### config.mk
export PLATFORM = sky130hd
export DESIGN_NAME = tg_pulse_seq
export DESIGN_NICKNAME = d
export VERILOG_FILES = /design/src/rtl/tg_pulse_seq.sv
export SDC_FILE = /design/constraint.sdc
export NUM_CORES = 1
export LEC_CHECK = 0
export CELL_PAD_IN_SITES_DETAIL_PLACEMENT = 0
export CELL_PAD_IN_SITES_GLOBAL_PLACEMENT = 1
export CORE_MARGIN = 2
export CORE_UTILIZATION = 49
export DETAILED_ROUTE_END_ITERATION = 6
export DONT_BUFFER_PORTS = 1
export GPL_TIMING_DRIVEN = 0
export HOLD_SLACK_MARGIN = 0.05
export PLACE_DENSITY = 0.77
export SLEW_MARGIN = 20
export SYNTH_ARGS = -nofsm -noshare
export SYNTH_HDL_FRONTEND = slang
export SYNTH_SLANG_ARGS = --single-unit
export TNS_END_PERCENT = 50
### constraint.sdc
create_clock -name clk -period 3.3 [get_ports clk]
set_input_delay 0.495 -clock clk [delete_from_list [all_inputs] [get_ports clk]]
set_output_delay 0.495 -clock clk [all_outputs]
set_load 0.1 [all_outputs]
### src/rtl/tg_pulse_seq.sv
// tg_pulse_seq: timing-generator sequencer firing DA_test1..3 with programmable widths/gap and
// counting completed sequences on DA_test4. Optional macro TG_AUTO_REPEAT_EN adds tg_repeat.
module tg_pulse_seq #(
  parameter int CFG_W = 4,
  parameter int SEQ_W = 4
) (
  input  logic             clk,
  input  logic             C_purst,
  input  logic             tg_en,
  input  logic             tg_start,
`ifdef TG_AUTO_REPEAT_EN
  input  logic             tg_repeat,
`endif
  input  logic [CFG_W-1:0] B_test1,
  input  logic [CFG_W-1:0] B_test2,
  input  logic [CFG_W-1:0] B_test3,
  input  logic [CFG_W-1:0] B_test4,
  output logic             DA_test1,
  output logic             DA_test2,
  output logic             DA_test3,
  output logic [SEQ_W-1:0] DA_test4,
  output logic             tg_busy,
  output logic             tg_done
);

  typedef enum logic [2:0] {
    IDLE = 3'd0,
    PH1  = 3'd1,
    GAP1 = 3'd2,
    PH2  = 3'd3,
    GAP2 = 3'd4,
    PH3  = 3'd5,
    DONE = 3'd6
  } state_t;

  localparam logic [CFG_W-1:0] CFG_ZERO = {CFG_W{1'b0}};
  localparam logic [CFG_W-1:0] CFG_ONE  = {{(CFG_W-1){1'b0}}, 1'b1};
  localparam logic [SEQ_W-1:0] SEQ_ONE  = {{(SEQ_W-1){1'b0}}, 1'b1};

  state_t           state_r;
  state_t           next_s;
  state_t           run_next_s;
  state_t           from_start_s;
  state_t           after_ph1_s;
  state_t           after_gap1_s;
  state_t           after_ph2_s;
  state_t           after_gap2_s;

  logic [CFG_W-1:0] n1_r;
  logic [CFG_W-1:0] n2_r;
  logic [CFG_W-1:0] n3_r;
  logic [CFG_W-1:0] g_r;
  logic [CFG_W-1:0] cnt_r;
  logic [CFG_W-1:0] cnt_next_s;
  logic [CFG_W-1:0] load_s;
  logic [CFG_W-1:0] w1_s;
  logic [CFG_W-1:0] w2_s;
  logic [CFG_W-1:0] w3_s;
  logic [CFG_W-1:0] g_s;

  logic             repeat_s;
  logic             accept_s;
  logic             last_s;
  logic             enter_s;

`ifdef TG_AUTO_REPEAT_EN
  assign repeat_s = tg_repeat;
`else
  assign repeat_s = 1'b0;
`endif

  // Configuration source: live inputs where a new sequence may be accepted, latched copy otherwise.
  always_comb begin
    w1_s = n1_r;
    w2_s = n2_r;
    w3_s = n3_r;
    g_s  = g_r;
    if ((state_r == IDLE) || (state_r == DONE)) begin
      w1_s = B_test1;
      w2_s = B_test2;
      w3_s = B_test3;
      g_s  = B_test4;
    end else begin
      w1_s = n1_r;
      w2_s = n2_r;
      w3_s = n3_r;
      g_s  = g_r;
    end
  end

  // Successor chain: each phase falls through to the next one with a non-zero length.
  always_comb begin
    after_gap2_s = (w3_s != CFG_ZERO) ? PH3  : DONE;
    after_ph2_s  = (g_s  != CFG_ZERO) ? GAP2 : after_gap2_s;
    after_gap1_s = (w2_s != CFG_ZERO) ? PH2  : after_ph2_s;
    after_ph1_s  = (g_s  != CFG_ZERO) ? GAP1 : after_gap1_s;
    from_start_s = (w1_s != CFG_ZERO) ? PH1  : after_ph1_s;
  end

  // Next-state selection; dropping tg_en forces IDLE from any state.
  always_comb begin
    run_next_s = state_r;
    accept_s   = 1'b0;
    last_s     = (cnt_r == CFG_ZERO);
    case (state_r)
      IDLE: begin
        if (tg_en && tg_start) begin
          accept_s   = 1'b1;
          run_next_s = from_start_s;
        end else begin
          run_next_s = IDLE;
        end
      end
      PH1:  run_next_s = last_s ? after_ph1_s  : PH1;
      GAP1: run_next_s = last_s ? after_gap1_s : GAP1;
      PH2:  run_next_s = last_s ? after_ph2_s  : PH2;
      GAP2: run_next_s = last_s ? after_gap2_s : GAP2;
      PH3:  run_next_s = last_s ? DONE         : PH3;
      DONE: begin
        if (tg_en && repeat_s) begin
          accept_s   = 1'b1;
          run_next_s = from_start_s;
        end else begin
          run_next_s = IDLE;
        end
      end
      default: run_next_s = IDLE;
    endcase
    next_s = tg_en ? run_next_s : IDLE;
  end

  // Phase down-counter: loads length-1 on phase entry, terminal count is zero.
  always_comb begin
    enter_s = (next_s != state_r) || accept_s;
    case (next_s)
      PH1:     load_s = w1_s - CFG_ONE;
      GAP1:    load_s = g_s  - CFG_ONE;
      PH2:     load_s = w2_s - CFG_ONE;
      GAP2:    load_s = g_s  - CFG_ONE;
      PH3:     load_s = w3_s - CFG_ONE;
      default: load_s = CFG_ZERO;
    endcase
    if (enter_s) begin
      cnt_next_s = load_s;
    end else if (cnt_r != CFG_ZERO) begin
      cnt_next_s = cnt_r - CFG_ONE;
    end else begin
      cnt_next_s = cnt_r;
    end
  end

  // State, counter and latched configuration.
  always_ff @(posedge clk or posedge C_purst) begin
    if (C_purst) begin
      state_r <= IDLE;
      cnt_r   <= CFG_ZERO;
      n1_r    <= CFG_ZERO;
      n2_r    <= CFG_ZERO;
      n3_r    <= CFG_ZERO;
      g_r     <= CFG_ZERO;
    end else begin
      state_r <= next_s;
      cnt_r   <= cnt_next_s;
      if (accept_s) begin
        n1_r <= B_test1;
        n2_r <= B_test2;
        n3_r <= B_test3;
        g_r  <= B_test4;
      end
    end
  end

  // Registered outputs decoded from the next state so they align with the state register.
  always_ff @(posedge clk or posedge C_purst) begin
    if (C_purst) begin
      DA_test1 <= 1'b0;
      DA_test2 <= 1'b0;
      DA_test3 <= 1'b0;
      DA_test4 <= {SEQ_W{1'b0}};
      tg_busy  <= 1'b0;
      tg_done  <= 1'b0;
    end else begin
      DA_test1 <= (next_s == PH1);
      DA_test2 <= (next_s == PH2);
      DA_test3 <= (next_s == PH3);
      tg_busy  <= (next_s != IDLE);
      tg_done  <= (next_s == DONE);
      if ((next_s == DONE) && enter_s) begin
        DA_test4 <= DA_test4 + SEQ_ONE;
      end
    end
  end

endmodule

==> results.cfg <==
[outcome]
status = complete, no violations

[global_routing]
antenna_found_initial = 0
grt_pass1_wl_um = 7617
grt_pass1_vias = 1615
grtUsageTotal = 0.2239
gr-total-overflow = 0
grt_max_degree = 33

[synth]
synthDominantCellAreaShare = 0.3919
ys_types = 48
synth_fp_nets = 229
yosysTopAreaCell = dfrtp_1
synth.most_common_cell = dfrtp_1
ys.flop_type = dfrtp_1
synth_common_cells = 32 x dfrtp_1, 21 x mux2_2, 16 x nand2_1
postSynthAreaPerCell_um2 = 9.918
synth-edff-count = 0
synthArstFlopShare = 1.000
synth_seq_cells = 32
yosys_warnings = 0
ys_seq_area_frac = 0.3919
synthTopCellsByArea = dfrtp_1 39%, mux2_2 12%, mux2i_1 6.9%, a21oi_1 2.9%, nand2_1 2.9%
synthCells = 206
syn_area_um2 = 2043

[worst_setup_path]
critPathKind = input port to flop
cp_num_buf_inv = 2
slowest_delay_ns = 0.54
end_kind = flop
path_cells = or4_4, or4b_4, nand4_1, o211ai_1, buf_4, or2_2, nand2_4, mux2i_2, inv_1, ha_1, nor3b_2, o32a_1
worstPathArrival_ns = 3.42
critPathLaunch = B_test2[2]
crit_path_start_kind = input port
cpMaxStageDelayCell = or4b_4
crit_required_ns = 3.52
crit_fanout = 7
rr_startpoint = cnt_r[0]
crit_family = simple AND/OR/NAND/NOR gates

[floorplanning]
std_cell_rows = 23
io_pins = 29
die_h_um = 68.58
die_w_um = 68.58
coreArea_um2 = 4000
start_util = 0.5108
design.die.area_um2 = 4703

[cells_and_area]
area_growth_pct = 15.80
drive_gt1_frac = 0.3059
fillers = 349
n_antenna_cell = 0
nets = 241

[sta]
min_period_ns = 3.198
slew_headroom = 0.3555
rsz0062_at_grt = false
hold_slack_ns = 0.1724
skew_ns = 0.006273
final-setup-viol-count = 0
fmax_ghz = 0.3127
worstMarginPinSlew_ns = 0.9668
maxSlewViolCount = 0
hold_violations = 0
period_share = 0.9690
tns_ns = 0

[drt]
detail-route-antenna-nets = 0
drcViolationCount = 0
via_per_inst = 6.019
wl_per_cell_um = 17.80
drt_iter0_drc = 113
wirelength_um = 4789
first_pass_iters = 4
num_vias = 1619

[power]
pwr_density_cell_nw_per_um2 = 732.6
p_leak_nw = 1.022
peakVddDrop_mv = 0.4713

[clock_tree]
clkLatencyLatePin_ns = 0.28
cts.path.max_buffers = 2
root_buffer = clkbuf_8
cts_buffers = 5
cts.clk_slew.worst_paths_ns = 0.07
cts_max_level = 2
cts_tree = done
clock_sinks = 32
hold_buffers = 0

[place]
dp_hpwl_um = 3598
portBuffers = 0
gp_congestion = 0.8777

[hold_path]
hp-class = input port to async pin

[flow_run]
maxCapViolCount = 0
-- registers in the layout (all words and copies together) (netlist names), 3 cells and up --
| name | cells |
|---|---|
| g_r | 4 |
| state_r | 3 |
| n3_r | 4 |
| cnt_r | 4 |
| DA_test4 | 4 |
| n2_r | 4 |
| n1_r | 4 |
-- stage by stage --
step | cells | setup WS, ns | power [W] | cell area (um^2) | util
2_1_floorplan | 206 | 0.004911 | 0.001114 | 2046 | -
3_3_place_gp | 256 | -0.3219 | 0.001230 | 2108 | 0.5271
3_5_place_dp | 256 | -0.3181 | 0.001254 | 2108 | 0.5271
4_1_cts | 268 | 0.01217 | 0.001693 | 2286 | 0.5715
5_1_grt | 269 | 0.001904 | 0.001846 | 2366 | 0.5915
6_report | 269 | 0.1023 | 0.001733 | 2366 | 0.5915
-- where the power goes --
part           leakage [nW]  internal, W  switching, W
Clock                0.0548     0.000227      0.000154
Combinational         0.563     0.000350      0.000353
Sequential            0.404     0.000491      0.000158
-- cell families after synthesis --
family,share of synthesized area
AND/OR/NAND/NOR,0.1935
AO/OA/AOI/OAI,0.1476
multiplexers,0.1843
flip-flops,0.3919
buffers and inverters,0.03857
XOR/XNOR,0.02572
adder cells (fa/ha/maj),0.01837
-- area by class of cell --
cell class              count  area (um^2)  share of cell area
multi-input cells         155         1244              0.5256
clock inverters             3        46.29             0.01957
repair buffers              6        61.31             0.02591
plain buffers               9        48.80             0.02062
well taps                  50        62.56             0.02644
clock buffers               5        68.82             0.02909
inverters                   9        33.78             0.01428
flip-flops and latches     32        800.8              0.3384
-- metal layers --
metal,track usage,up-vias,part of all wire
li1,-,781,-
met1,0.2696,794,0.45
met2,0.3702,38,0.49
met3,0.07143,6,0.055
met4,0.09000,0,0.013
met5,0,-,0
-- layout by cell type, fill, tap and decap left out, drive strengths merged, types with 2 or more instances in the layout --
cell type / Yosys / final
nor3: 5 / 5
inv: 9 / 10
a221oi: 2 / 2
o22a: 4 / 4
o21ai: 9 / 9
nor2: 12 / 12
xor2: 2 / 2
nand2: 16 / 16
o211ai: 4 / 4
nor2b: 2 / 2
nand4: 2 / 2
ha: 3 / 3
or3: 2 / 2
or2: 3 / 3
nor3b: 3 / 3
xnor2: 4 / 4
mux2i: 14 / 14
or3b: 2 / 2
nor4: 6 / 6
buf: 5 / 10
mux2: 21 / 21
dfrtp: 32 / 32
a21oi: 12 / 12
a211oi: 2 / 2
or4: 5 / 5
and2: 3 / 3
clkbuf: 5 / 10
nand2b: 2 / 2
-- worst paths after layout --
| path | endpoint | slack (ns) | cells past startpoint |
|---|---|---|---|
| hold / removal | DA_test4[0] | 0.17 | 1 |
| min in group clk | n2_r[2] | 0.35 | 1 |
| setup / recovery | cnt_r[1] | 0.10 | 12 |
| max in group asynchronous | cnt_r[0] | 2.71 | 1 |
| setup reg to reg | cnt_r[1] | 0.13 | 13 |
| hold reg to reg | n1_r[2] | 0.52 | 1 |
-- repair_timing --
item                       4_1_cts  5_1_grt
gates resized for setup          7       15
pin swaps                        1        0
buffers inserted                 4        2
setup endpoints to repair        2        2
(Power assumes the default switching activity.)
